--- src/rtl/uart_cmd_ctrl.sv ---
// Command sequencer between the UART RX/TX pair and the system datapath.
// Parses byte-framed commands (write, read, load-and-operate, operate), drives
// register-file and ALU strobes, and pushes response bytes into the TX FIFO.
// Every output comes straight from a flop.
module uart_cmd_ctrl #(
  parameter int unsigned DATA_WIDTH = 8,
  parameter int unsigned ADDR_WIDTH = 4,
  parameter int unsigned FUN_WIDTH  = 4
) (
  input  logic                    CLK,
  input  logic                    RST,
  input  logic [DATA_WIDTH-1:0]   RX_P_DATA,
  input  logic                    RX_D_VLD,
  input  logic [DATA_WIDTH-1:0]   RdData,
  input  logic                    RdData_Valid,
  input  logic [2*DATA_WIDTH-1:0] ALU_OUT,
  input  logic                    OUT_VALID,
  input  logic                    FIFO_FULL,
  output logic                    WrEn,
  output logic                    RdEn,
  output logic [ADDR_WIDTH-1:0]   Address,
  output logic [DATA_WIDTH-1:0]   WrData,
  output logic                    ALU_EN,
  output logic [FUN_WIDTH-1:0]    ALU_FUN,
  output logic                    CLK_EN,
  output logic [DATA_WIDTH-1:0]   TX_P_DATA,
  output logic                    TX_D_VLD
);

  localparam logic [DATA_WIDTH-1:0] OpWrite  = DATA_WIDTH'(8'hAA);
  localparam logic [DATA_WIDTH-1:0] OpRead   = DATA_WIDTH'(8'hBB);
  localparam logic [DATA_WIDTH-1:0] OpLoadOp = DATA_WIDTH'(8'hCC);
  localparam logic [DATA_WIDTH-1:0] OpAluOp  = DATA_WIDTH'(8'hDD);

  typedef enum logic [3:0] {
    StIdle,
    StWrAddr,
    StWrData,
    StRdAddr,
    StRdWait,
    StOpA,
    StOpB,
    StAluFun,
    StAluWait,
    StTxRd,
    StTxLo,
    StTxHi
  } state_e;

  state_e state_q, state_d;

  // Frame context: latched write address and the response being returned.
  logic [ADDR_WIDTH-1:0]   addr_q, addr_d;
  logic [2*DATA_WIDTH-1:0] res_q, res_d;

  // Output registers.
  logic                  wr_en_q, wr_en_d;
  logic                  rd_en_q, rd_en_d;
  logic [ADDR_WIDTH-1:0] address_q, address_d;
  logic [DATA_WIDTH-1:0] wr_data_q, wr_data_d;
  logic                  alu_en_q, alu_en_d;
  logic [FUN_WIDTH-1:0]  alu_fun_q, alu_fun_d;
  logic                  clk_en_q, clk_en_d;
  logic [DATA_WIDTH-1:0] tx_data_q, tx_data_d;
  logic                  tx_vld_q, tx_vld_d;

  // Next-state, frame context and registered-output decode.
  always_comb begin
    state_d   = state_q;
    addr_d    = addr_q;
    res_d     = res_q;
    wr_en_d   = 1'b0;
    rd_en_d   = 1'b0;
    address_d = address_q;
    wr_data_d = wr_data_q;
    alu_en_d  = 1'b0;
    alu_fun_d = alu_fun_q;
    clk_en_d  = 1'b0;
    tx_data_d = tx_data_q;
    tx_vld_d  = 1'b0;

    unique case (state_q)
      StIdle: begin
        if (RX_D_VLD) begin
          case (RX_P_DATA)
            OpWrite:  state_d = StWrAddr;
            OpRead:   state_d = StRdAddr;
            OpLoadOp: state_d = StOpA;
            OpAluOp:  state_d = StAluFun;
            default:  state_d = StIdle;  // unknown opcode is dropped
          endcase
        end
      end

      StWrAddr: begin
        if (RX_D_VLD) begin
          addr_d  = RX_P_DATA[ADDR_WIDTH-1:0];
          state_d = StWrData;
        end
      end

      StWrData: begin
        if (RX_D_VLD) begin
          wr_en_d   = 1'b1;
          address_d = addr_q;
          wr_data_d = RX_P_DATA;
          state_d   = StIdle;
        end
      end

      StRdAddr: begin
        if (RX_D_VLD) begin
          rd_en_d   = 1'b1;
          address_d = RX_P_DATA[ADDR_WIDTH-1:0];
          state_d   = StRdWait;
        end
      end

      StRdWait: begin
        if (RdData_Valid) begin
          res_d   = {{DATA_WIDTH{1'b0}}, RdData};
          state_d = StTxRd;
        end
      end

      // Operand A always lands in register 0.
      StOpA: begin
        if (RX_D_VLD) begin
          wr_en_d   = 1'b1;
          address_d = '0;
          wr_data_d = RX_P_DATA;
          state_d   = StOpB;
        end
      end

      // Operand B always lands in register 1.
      StOpB: begin
        if (RX_D_VLD) begin
          wr_en_d   = 1'b1;
          address_d = ADDR_WIDTH'(1);
          wr_data_d = RX_P_DATA;
          state_d   = StAluFun;
        end
      end

      StAluFun: begin
        if (RX_D_VLD) begin
          alu_en_d  = 1'b1;
          clk_en_d  = 1'b1;
          alu_fun_d = RX_P_DATA[FUN_WIDTH-1:0];
          state_d   = StAluWait;
        end
      end

      // Keep the ALU enabled until it reports a result; enables fall the cycle after.
      StAluWait: begin
        if (OUT_VALID) begin
          res_d   = ALU_OUT;
          state_d = StTxLo;
        end else begin
          alu_en_d = 1'b1;
          clk_en_d = 1'b1;
        end
      end

      StTxRd: begin
        if (!FIFO_FULL) begin
          tx_vld_d  = 1'b1;
          tx_data_d = res_q[DATA_WIDTH-1:0];
          state_d   = StIdle;
        end
      end

      StTxLo: begin
        if (!FIFO_FULL) begin
          tx_vld_d  = 1'b1;
          tx_data_d = res_q[DATA_WIDTH-1:0];
          state_d   = StTxHi;
        end
      end

      StTxHi: begin
        if (!FIFO_FULL) begin
          tx_vld_d  = 1'b1;
          tx_data_d = res_q[2*DATA_WIDTH-1:DATA_WIDTH];
          state_d   = StIdle;
        end
      end

      default: state_d = StIdle;
    endcase
  end

  // State, frame context and output registers; reset drops any partial frame.
  always_ff @(posedge CLK or posedge RST) begin
    if (RST) begin
      state_q   <= StIdle;
      addr_q    <= '0;
      res_q     <= '0;
      wr_en_q   <= 1'b0;
      rd_en_q   <= 1'b0;
      address_q <= '0;
      wr_data_q <= '0;
      alu_en_q  <= 1'b0;
      alu_fun_q <= '0;
      clk_en_q  <= 1'b0;
      tx_data_q <= '0;
      tx_vld_q  <= 1'b0;
    end else begin
      state_q   <= state_d;
      addr_q    <= addr_d;
      res_q     <= res_d;
      wr_en_q   <= wr_en_d;
      rd_en_q   <= rd_en_d;
      address_q <= address_d;
      wr_data_q <= wr_data_d;
      alu_en_q  <= alu_en_d;
      alu_fun_q <= alu_fun_d;
      clk_en_q  <= clk_en_d;
      tx_data_q <= tx_data_d;
      tx_vld_q  <= tx_vld_d;
    end
  end

  assign WrEn      = wr_en_q;
  assign RdEn      = rd_en_q;
  assign Address   = address_q;
  assign WrData    = wr_data_q;
  assign ALU_EN    = alu_en_q;
  assign ALU_FUN   = alu_fun_q;
  assign CLK_EN    = clk_en_q;
  assign TX_P_DATA = tx_data_q;
  assign TX_D_VLD  = tx_vld_q;

endmodule

--- config.mk ---
export PLATFORM = sky130hd
export DESIGN_NAME = uart_cmd_ctrl
export DESIGN_NICKNAME = d
export VERILOG_FILES = /design/src/rtl/uart_cmd_ctrl.sv
export SDC_FILE = /design/constraint.sdc
export NUM_CORES = 1
export LEC_CHECK = 0
export ABC_AREA = 1
export CAP_MARGIN = 20
export CORE_UTILIZATION = 26
export DETAILED_ROUTE_END_ITERATION = 12
export DONT_BUFFER_PORTS = 1
export PLACE_DENSITY = 0.45
export SLEW_MARGIN = 10
export SYNTH_ARGS = -nofsm -noshare
export SYNTH_HDL_FRONTEND = slang
export SYNTH_SLANG_ARGS = --single-unit
--- constraint.sdc ---
create_clock -name CLK -period 4.2 [get_ports CLK]
set_input_delay 0.21 -clock CLK [delete_from_list [all_inputs] [get_ports CLK]]
set_output_delay 0.21 -clock CLK [all_outputs]
set_load 0.02 [all_outputs]
# Word level (Yosys, flattened, before mapping)
# Index checks and enable logic that the tools add are counted.
[word_totals] input_bits=38 word_cells=84 reg_bits=52 output_inout_bits=29
[op_classes] muxes=30 n_reduce_logical=15 eq_ne=28
[op_table] op="two-way mux 4 bit" n=14
[op_table] op="one-hot mux 4 bit (11 select lines)" n=1
[op_table] op="== test 8 bit (second input constant)" n=4
[op_table] op="two-way mux 16 bit" n=2
[op_table] op="one-hot mux 16 bit (2 select lines)" n=1
[op_table] op="!= test 2 bit (second input constant)" n=13
[op_table] op="== test 4 x 3 -> 1 bit (second input constant)" n=4
[op_table] op="== test 4 bit (second input constant)" n=4
[op_table] op="two-way mux 8 bit" n=2
[op_table] op="one-hot mux 4 bit (4 select lines)" n=1
[op_table] op="one-hot mux 8 bit (2 select lines)" n=1
[op_table] op="one-hot mux 3 bit (4 select lines)" n=1
[op_table] op="AND reduction 11 bit" n=1
[op_table] op="== test 4 x 2 -> 1 bit (second input constant)" n=2
[op_table] op="two-way mux 1 bit" n=6
[op_table] op="AND reduction 2 bit" n=3
[op_table] op="AND reduction 3 bit" n=2
[op_table] op="OR reduction 3 bit" n=2
[op_table] op="AND reduction 5 bit" n=1
[op_table] op="== test 4 x 1 -> 1 bit (second input constant)" n=1
[op_table] op="logical NOT 4 bit" n=1
[op_table] op="nonzero test 2 bit" n=2
[op_table] op="nonzero test 4 bit" n=1
[op_table] op="OR reduction 2 bit" n=2
[op_table] op="one-hot mux 1 bit (2 select lines)" n=1

# Longest topological paths before layout
# Gate-level depths: netlist (run 1).
[depth] ltp_word=4 mapped_depth=10 ltp_nobuf=10

# Worst setup path before layout (run 1)
# OpenSTA, ideal clock, no wires.
[synth_timing] path_kind="register to register" startpoint="register state_q[1]" endpoint="register res_q[3]" setup_slack_ns=2.871 t_arrival_ns=1.209 n_path_buf=1 synth_period_minus_slack_ns=1.329 stages_incl_launch_ff=8 setup_ns=0.121 required_ns=4.079 path_cell_list="dfrtp_1 > nor2_4 > nand2_4 > nand2_2 > nand3_4 > buf_4 > nand2_1 > o21ai_1"
[synth_between] elab_chain_cells=3 elab_cells_between_ends=7 classes_between="eq/ne: 4; mux: 1; reduce/logical: 2"
[synth_lines] item="from (decl)" line="50" rtl="state_e state_q, state_d;"
[synth_lines] item="from (signal assigned)" line="197" rtl="state_q <= StIdle;"
[synth_lines] item="from (signal assigned)" line="210" rtl="state_q <= state_d;"
[synth_lines] item="== test 4 bit / == test 4 x 3 -> 1 bit (equally long branches)" line="82" rtl="unique case (state_q)"
[synth_lines] item="!= test 2 bit (no source line) / nonzero test 2 bit (equally long branches)"
[synth_lines] item="AND reduction 3 bit (no source line)"
[synth_lines] item="to (signal assigned)" line="212" rtl="res_q <= res_d;"
[synth_lines] item="to (decl)" line="54" rtl="logic [2*DATA_WIDTH-1:0] res_q, res_d;"
# Several ways; a longest one is shown, not always the timed one.
# A chain may end at the register's enable or synchronous reset.

# Worst setup path after layout (run 1)
[layout_timing] startpoint="register state_q[0]" endpoint="register address_q[0], in the netlist Address[0]"
[layout_between] elab_chain_cells=3 elab_cells_between_ends=11 classes_between="eq/ne: 8; mux: 1; reduce/logical: 2"
[layout_lines] item="== test 4 x 3 -> 1 bit / == test 4 x 2 -> 1 bit (equally long branches)" line="82"
[layout_lines] item="nonzero test 4 bit (no source line) / != test 2 bit (equally long branches)"
[layout_lines] item="AND reduction 5 bit (no source line)"
[layout_lines] item="to (signal assigned)" line="215" rtl="address_q <= address_d;"
[layout_lines] item="to (decl)" line="59" rtl="logic [ADDR_WIDTH-1:0] address_q, address_d;"
# Several ways; a longest one is shown, not always the timed one.

==> results.json, run 1 <==
{
  "status": "completed",
  "peakVddDrop_mv": 0.214,
  "routed-wl-met3_um": 512,
  "ant_nets": 0,
  "drc": 0,
  "core_area_sq_um": 9330,
  "grt.total_usage_pct": 13.1,
  "area_growth_pct": 8.35,
  "wl_per_cell_um": 14.1,
  "vias": 1945,
  "synth-seq-area-share_pct": 51.4,
  "synth_nets": 348,
  "cts_tree": "done",
  "cts_buffers": 5,
  "grt_pass1_wl_mm": 10.2,
  "crit_type": "register to register",
  "first_pass_iters": 5,
  "post-route-util_pct": 29.4,
  "ctsRootBufferMaster": "clkbuf_8",
  "slowest_stage": "nand2_1",
  "ys_warn_count": 0,
  "cts_resized": 0,
  "fin_nets": 350,
  "drt_iter0_markers": 90,
  "wirelength_met1_mm": 2.81,
  "yosys_register_bits": 52,
  "fmax_ghz": 0.550,
  "fin_crit_sh_pct": 43.3,
  "fp.dieH_um": 101,
  "r2r_end": "Address[0]$_DFFE_PP0P_",
  "finalClockSkew_ns": 0.00707,
  "syn_area_sq_um": 2530,
  "final_area_sq_um": 2740,
  "grt_max_degree": 53,
  "end_kind": "register",
  "startpoint": "state_q[0]$_DFFE_PP0P_",
  "tightest_slew_ns": 0.694,
  "gp_congestion": 0.799,
  "layout_min_cycle_time_ns": 1.82,
  "place_area_sq_um": 2640,
  "hold_depth": 2,
  "max_slew_margin_pct": 53.6,
  "p_per_area_nw_per_um2": 670,
  "start_util_pct": 27.1,
  "drive_above_1_share_pct": 13.1,
  "row_count": 35,
  "dieWidth_um": 101,
  "clk_pin_slew_ns": 0.09,
  "ctsHoldBuffers": 1,
  "hold_class": "input port to register",
  "ys_types": 20,
  "synthCells": 310,
  "arrival_ns": 2.02,
  "reg2reg_depth": 9,
  "power_leakage_nw": 1.42,
  "avgViaCountPerCell": 4.41,
  "reg2reg_from": "state_q[0]$_DFFE_PP0P_",
  "ios": 67,
  "critPathMaxFanout": 20,
  "maxSlewViolCount": 0,
  "hold_end": "WrData[7]$_DFFE_PP0P_",
  "setup_viol": 0,
  "dp_hpwl_mm": 4.47,
  "cpMostUsedCell": "nand2_1",
  "avgSynthCellArea_sq_um": 8.17,
  "r2r_slack_ns": 2.38,
  "die-area_sq_um": 10100,
  "hp-start": "RX_P_DATA[7]",
  "fillCellCount": 1049,
  "worstPathCellList": "inv_2, nand2_2, nand2_1, nand2_2, nand2_1, nand2_1, nand2_2, nand2_1, nand2_1",
  "required_ns": 4.40,
  "grt_pass1_vias": 2066,
  "clk_latency_ns": 0.30,
  "drt-total-wl_mm": 6.23,
  "cts_buffer_depth": 2,
  "cts_sinks": 52,
  "diodes": 0,
  "postCtsSetupBuffers": 0,
  "slowest_delay_ns": 0.51,
  "rsz0062_at_grt": "no",
  "hold_viol": 0,
  "top_layer_used": "met4",
  "cts_max_level": 2,
  "port_buffers": 0,
  "startpoint_type": "register",
  "overflow": 0,
  "antenna_found_initial": 0,
  "met2WireLength_mm": 2.86,
  "fin_setup_tns_ns": 0,
  "max_cap_violations": 0
}
-- critical path, delay by kind of cell, from the launching register on --
| family | cells | cell delay [ns] |
|---|---|---|
| buffers and inverters | 1 | 0.10 |
| DFF | 1 | 0.50 |
| and+or+nand+nor | 8 | 1.12 |
-- through the flow --
| step | cells | hold slack, ns | worst slack [ns] | total power, mW |
|---|---|---|---|---|
| after floorplan | 310 | 0.320 | 2.73 | 1.42 |
| after global placement | 433 | 0.325 | 2.44 | 1.55 |
| after CTS | 441 | 0.00361 | 2.36 | 1.87 |
| final | 441 | 0.0152 | 2.38 | 1.84 |
| after detailed placement | 433 | 0.335 | 2.38 | 1.55 |
| after global routing | 441 | 0.00753 | 2.11 | 2.00 |
-- where the power goes --
part	total, mW	leakage [nW]	internal (mW)	switching, mW
Clock	0.307	0.0503	0.147	0.160
Sequential	0.963	0.667	0.699	0.264
Combinational	0.566	0.700	0.201	0.365
Total	1.84	1.42	1.05	0.788
-- synthesized netlist by cell type --
library cell	number	area share [%]
a21oi_1	2	0.40
nor2_4	5	2.2
nand2_4	1	0.44
buf_4	4	1.2
buf_6	3	1.3
nor3_4	1	0.64
nand3_4	1	0.69
inv_1	22	3.3
inv_2	8	1.2
dfrtp_1	52	51
clkinv_1	1	0.15
nand2_2	6	1.5
o22ai_1	8	2.0
nor2_1	17	2.5
nand3_1	26	5.1
o21ai_1	16	3.2
o21ai_0	22	4.4
nand3b_2	2	0.89
nand2_1	105	16
or2_2	8	2.0
-- final cells by class --
class | count | area, sq um | share of cell area [%]
Timing Repair Buffer | 2 | 17.5 | 0.639
Sequential cell | 52 | 1300 | 47.4
Tap cell | 129 | 161 | 5.89
Inverter | 31 | 116 | 4.24
Clock buffer | 7 | 96.3 | 3.51
Multi-Input combinational cell | 220 | 1050 | 38.3
-- cell usage in the layout, fill, tap and decap left out, drive strengths merged --
cell and count:
buf 1, or2 8, a21oi 2, clkbuf 7, o21ai 38, nand3 27
clkinv 1, nor3 1, dlygate4sd3 1, nand2 112, nand3b 2, nor2 22
dfrtp 52, o22ai 8, inv 30
-- routing by layer --
layer,track usage (%),vias to the layer above
li1,-,992
met1,15.4,885
met2,22.3,63
met3,4.85,5
met4,3.90,0
met5,0,-
-- flip-flops by register name, indices dropped and copies added, names as in the netlist --
name	count
ALU_FUN	4
WrData	8
Address	4
state_q	4
res_q	16
addr_q	4
RdEn	1
TX_P_DATA	8
TX_D_VLD	1
CLK_EN	1
WrEn	1
-- logic make-up after synthesis --
family,count (synthesis),share of synthesized area [%]
simple gates,172,31.6
flops,52,51.4
compound gates,48,9.89
buf+inv,38,7.12
-- how the worst max path moves through the flow --
stage	end	depth (start not counted)	slack, ns
CTS	Address[3]$_DFFE_PP0P_	7	2.36
finish	Address[0]$_DFFE_PP0P_	9	2.38
global placement	Address[2]$_DFFE_PP0P_	7	2.44
floorplan	ALU_FUN[0]$_DFFE_PP0P_	1	2.73
detailed placement	Address[2]$_DFFE_PP0P_	7	2.38
global route	Address[0]$_DFFE_PP0P_	9	2.11
(Power assumes the default switching activity.)
==> inputs of run 2 (changes only) <==
clock period = 1.72 ns   (was 4.2 ns; I/O delays follow)
==> results.json, run 2 (synthesized netlist as in run 1, its figures left out) <==
{
  "first_pass_iters": 4,
  "largest_reg_flops": 16,
  "gp_congestion": 0.775,
  "critPathTopFamily": "simple AND/OR/NAND/NOR gates",
  "crit_type": "register to register",
  "dp.cells": 436,
  "fin_nets": 372,
  "finalClockSkew_ns": 0.00698,
  "cts_buffer_depth": 2,
  "totalPowerFinal_mw": 4.66,
  "slowest_delay_ns": 0.49,
  "postCtsSetupBuffers": 0,
  "dp_slack_ns": 0.154,
  "grt_pass1_wl_mm": 10.0,
  "start_util_pct": 27.1,
  "worstPathCellList": "nor2_4, nand2_4, nand2_2, nand3_4, nand2_1, o21ai_1",
  "whs_ns": 0.00343,
  "rsz0062_at_grt": "no",
  "r2r_end": "res_q[0]$_DFFE_PP0P_",
  "dieWidth_um": 101,
  "drive_above_1_share_pct": 13.7,
  "maxSlewViolCount": 0,
  "max_cap_violations": 0,
  "status": "completed",
  "clk_pin_slew_ns": 0.10,
  "area_growth_pct": 18.7,
  "core_area_sq_um": 9330,
  "hold_class": "input port to register",
  "wl_per_cell_um": 13.1,
  "dp_hpwl_mm": 4.47,
  "fillCellCount": 1008,
  "row_count": 35,
  "vias": 2039,
  "setup_viol": 0,
  "reg2reg_from": "state_q[0]$_DFFE_PP0P_",
  "cts_buffers": 5,
  "ios": 67,
  "multi_input_area_sq_um": 1050,
  "hold_end": "res_q[5]$_DFFE_PP0P_",
  "ctsRootBufferMaster": "clkbuf_8",
  "hold_viol": 0,
  "cts_max_level": 2,
  "layout_min_cycle_time_ns": 1.56,
  "hp-start": "RdData[5]",
  "max_slew_margin_pct": 74.7,
  "slowest_stage": "dfrtp_1",
  "ant_nets": 0,
  "fp.dieH_um": 101,
  "cts_tree": "done",
  "drc": 0,
  "clk_latency_ns": 0.30,
  "drt_iter0_markers": 81,
  "power_leakage_nw": 1.53,
  "avgViaCountPerCell": 4.38,
  "final_common_cell": "nand2_1",
  "fin_crit_sh_pct": 90.7,
  "critPathMaxFanout": 24,
  "reg2reg_depth": 6,
  "path_buf_inv": 0,
  "port_buffers": 0,
  "fin_setup_tns_ns": 0,
  "cts_sinks": 52,
  "r2r_slack_ns": 0.16,
  "instances_no_fill": 465,
  "required_ns": 1.91,
  "startpoint": "state_q[0]$_DFFE_PP0P_",
  "grt.total_usage_pct": 13.0,
  "drt-total-wl_mm": 6.09,
  "hold_depth": 2,
  "setup_ws_ns": 0.160,
  "arrival_ns": 1.75,
  "regArea_sq_um": 1300,
  "overflow": 0,
  "grt_max_degree": 53,
  "final_cell_mix": "nand2_1 (105), dfrtp_1 (52), nand3_1 (26), o21ai_0 (22), inv_1 (21)",
  "die-area_sq_um": 10100,
  "startpoint_type": "register",
  "tightest_slew_ns": 0.380,
  "top_register": "res_q",
  "end_kind": "register",
  "grt_pass1_vias": 2022,
  "peakVddDrop_mv": 0.600,
  "p_per_area_nw_per_um2": 1550,
  "antenna_found_initial": 1,
  "fmax_ghz": 0.641
}
-- run 2: area by class of cell --
class	instances	share of cell area [%]
repair buffers	24	8.50
diodes	1	0.0833
multi-input cells	220	35.0
clock inverters	3	1.54
well taps	129	5.37
clock buffers	5	2.29
flip-flops and latches	52	43.3
inverters	31	3.87
-- run 2: repair_timing --
action / 4_1_cts / 5_1_grt
hold endpoints to repair: 77 / 1
endpoints found under the setup margin: 0 / 6
gates resized for setup: 0 / 1
hold buffers: 19 / 1
-- run 2: how the worst max path moves through the flow --
stage,endpoint,slack (ns),depth (start not counted)
2_1_floorplan,ALU_FUN[0]$_DFFE_PP0P_,0.38,1
3_3_place_gp,res_q[5]$_DFFE_PP0P_,0.18,6
3_5_place_dp,res_q[0]$_DFFE_PP0P_,0.15,6
4_1_cts,res_q[0]$_DFFE_PP0P_,0.13,6
5_1_grt,res_q[2]$_DFFE_PP0P_,0.006,6
6_report,res_q[0]$_DFFE_PP0P_,0.16,6
-- run 2: power by group --
group          internal, mW  total [mW]  switching, mW
clock                 0.439       0.868          0.429
sequential             1.71        2.36          0.648
combinational         0.548        1.44          0.892
total                  2.69        4.66           1.97
-- run 2: metal layers --
metal  global-route usage [%]  wire length (um)  part of all wire (%)  vias to the layer above
met5                        0                 0                     0                        -
met4                     3.01                32                  0.53                        0
met3                     4.30               434                   7.1                        4
met2                     22.0              2880                    47                       64
met1                     15.9              2740                    45                      929
li1                         -                 -                     -                     1042
-- run 2: through the flow --
stage	util (%)	instance area, sq um
after floorplan	-	2530
after global placement	28.8	2680
after detailed placement	28.8	2680
after CTS	32.0	2990
after global routing	32.2	3000
final	32.2	3000
==> inputs of run 3 (changes only) <==
clock period = 1.7 ns   (was 1.72 ns; I/O delays follow)
==> results.json, run 3 (synthesized netlist as in run 1, its figures left out) <==
{
  "status": "finished, violations left",
  "failed_checks": "negative hold slack",
  "max_cap_violations": 0,
  "whs_ns": -0.00142,
  "core_area_sq_um": 9330,
  "cts_buffers": 5,
  "drt_iter0_markers": 89,
  "required_ns": 1.90,
  "antenna_found_initial": 0,
  "drt-total-wl_mm": 6.12,
  "first_pass_iters": 4,
  "grt_pass1_vias": 2077,
  "finalClockSkew_ns": 0.00830,
  "top_register": "res_q",
  "rsz0062_at_grt": "no",
  "fin_crit_sh_pct": 88.0,
  "port_buffers": 0,
  "hold_class": "input port to register",
  "dieWidth_um": 101,
  "ios": 67,
  "fin_setup_tns_ns": 0,
  "r2r_slack_ns": 0.20,
  "overflow": 0,
  "vias": 2029,
  "cts_sinks": 52,
  "critPathMaxFanout": 6,
  "wl_per_cell_um": 13.2,
  "largest_reg_flops": 16,
  "fillCellCount": 1026,
  "dp_hpwl_mm": 4.52,
  "max_slew_margin_pct": 60.1,
  "cts_max_level": 2,
  "cts_buffer_depth": 2,
  "row_count": 35,
  "final_area_sq_um": 2990,
  "setup_ws_ns": 0.204,
  "maxSlewViolCount": 0,
  "peakVddDrop_mv": 0.559,
  "cts_tree": "done",
  "layout_min_cycle_time_ns": 1.50,
  "place_area_sq_um": 2680,
  "ant_nets": 0,
  "clk_pin_slew_ns": 0.10,
  "fin_nets": 373,
  "dp.cells": 436,
  "startpoint_type": "register",
  "arrival_ns": 1.70,
  "setup_viol": 0,
  "start_util_pct": 27.1,
  "grt.total_usage_pct": 12.9,
  "multi_input_area_sq_um": 1050,
  "tightest_slew_ns": 0.598,
  "post-route-util_pct": 32.0,
  "regArea_sq_um": 1300,
  "drc": 0,
  "totalPowerFinal_mw": 4.63,
  "drive_above_1_share_pct": 14.0,
  "area_growth_pct": 17.9,
  "power_leakage_nw": 1.53,
  "crit_type": "register to register",
  "final_cell_mix": "nand2_1 (105), dfrtp_1 (52), nand3_1 (26), o21ai_0 (22), inv_1 (21)",
  "instances_no_fill": 465,
  "fp.dieH_um": 101,
  "die-area_sq_um": 10100,
  "dp_slack_ns": 0.138,
  "ctsRootBufferMaster": "clkbuf_8",
  "diodes": 0,
  "fmax_ghz": 0.669,
  "end_kind": "register",
  "grt_max_degree": 28,
  "final_common_cell": "nand2_1",
  "hold_viol": 1,
  "gp_congestion": 0.781,
  "clk_latency_ns": 0.30,
  "grt_pass1_wl_mm": 10.1,
  "avgViaCountPerCell": 4.36,
  "p_per_area_nw_per_um2": 1550
}
-- run 3: cell types whose count changed in the layout (fill, tap and decap cells not counted) --
| cell | delta |
|---|---|
| buf_4 | +2 |
| bufinv_16 | -1 |
| clkbuf_8 | +1 |
| clkinv_2 | +1 |
| clkinvlp_4 | -1 |
| diode_2 | -1 |
| dlygate4sd3_1 | -1 |
| nor2_1 | +1 |
| nor2_2 | -1 |
-- run 3: layer usage --
layer / global-route usage (%) / vias to the layer above / share of wire, % / wire length [um]
met5: 0 / - / 0 / 0
li1: - / 1039 / - / -
met3: 3.61 / 2 / 7.4 / 450
met1: 16.0 / 928 / 45 / 2740
met4: 3.01 / 0 / 0.47 / 29
met2: 22.2 / 60 / 47 / 2900
-- run 3: critical path, cell delays in order, from the launching register on --
cell and delay [ns]:
dfrtp_1 0.51, nor2_4 0.11, buf_4 0.15, nand3b_2 0.10
nand2_1 0.12, nor2_4 0.17, nand2_2 0.10, nand2_1 0.07
nand2_1 0.06
-- run 3: final cells by class --
type	instances	share of cell area, %
clock buffers	6	2.77
well taps	129	5.41
clock inverters	2	0.461
flip-flops and latches	52	43.6
multi-input cells	220	35.2
repair buffers	25	8.72
inverters	31	3.90
-- run 3: power by group --
part,internal (mW),switching (mW),leakage (nW)
registers,1.73,0.649,0.667
logic,0.586,0.902,0.810
clock network,0.334,0.427,0.0516
total,2.65,1.98,1.53
-- run 3: path summary, 6_finish.rpt --
path,start,to,cells past startpoint
min reg2reg,res_q[15]$_DFFE_PP0P_,res_q[15]$_DFFE_PP0P_,2
max,state_q[0]$_DFFE_PP0P_,state_q[1]$_DFFE_PP0P_,8
min,RdData[6],res_q[6]$_DFFE_PP0P_,2
max in group asynchronous,RST,addr_q[2]$_DFFE_PP0P_,3
min in group asynchronous,RST,CLK_EN$_DFF_PP0_,2
max reg2reg,state_q[0]$_DFFE_PP0P_,state_q[1]$_DFFE_PP0P_,8
-- run 3: what timing repair did --
item | in CTS | in global routing
endpoints found under the hold margin | 50 | 0
endpoints found under the setup margin | 0 | 4
hold buffers | 19 | 0
buffers inserted | 0 | 2
resized for setup | 0 | 0
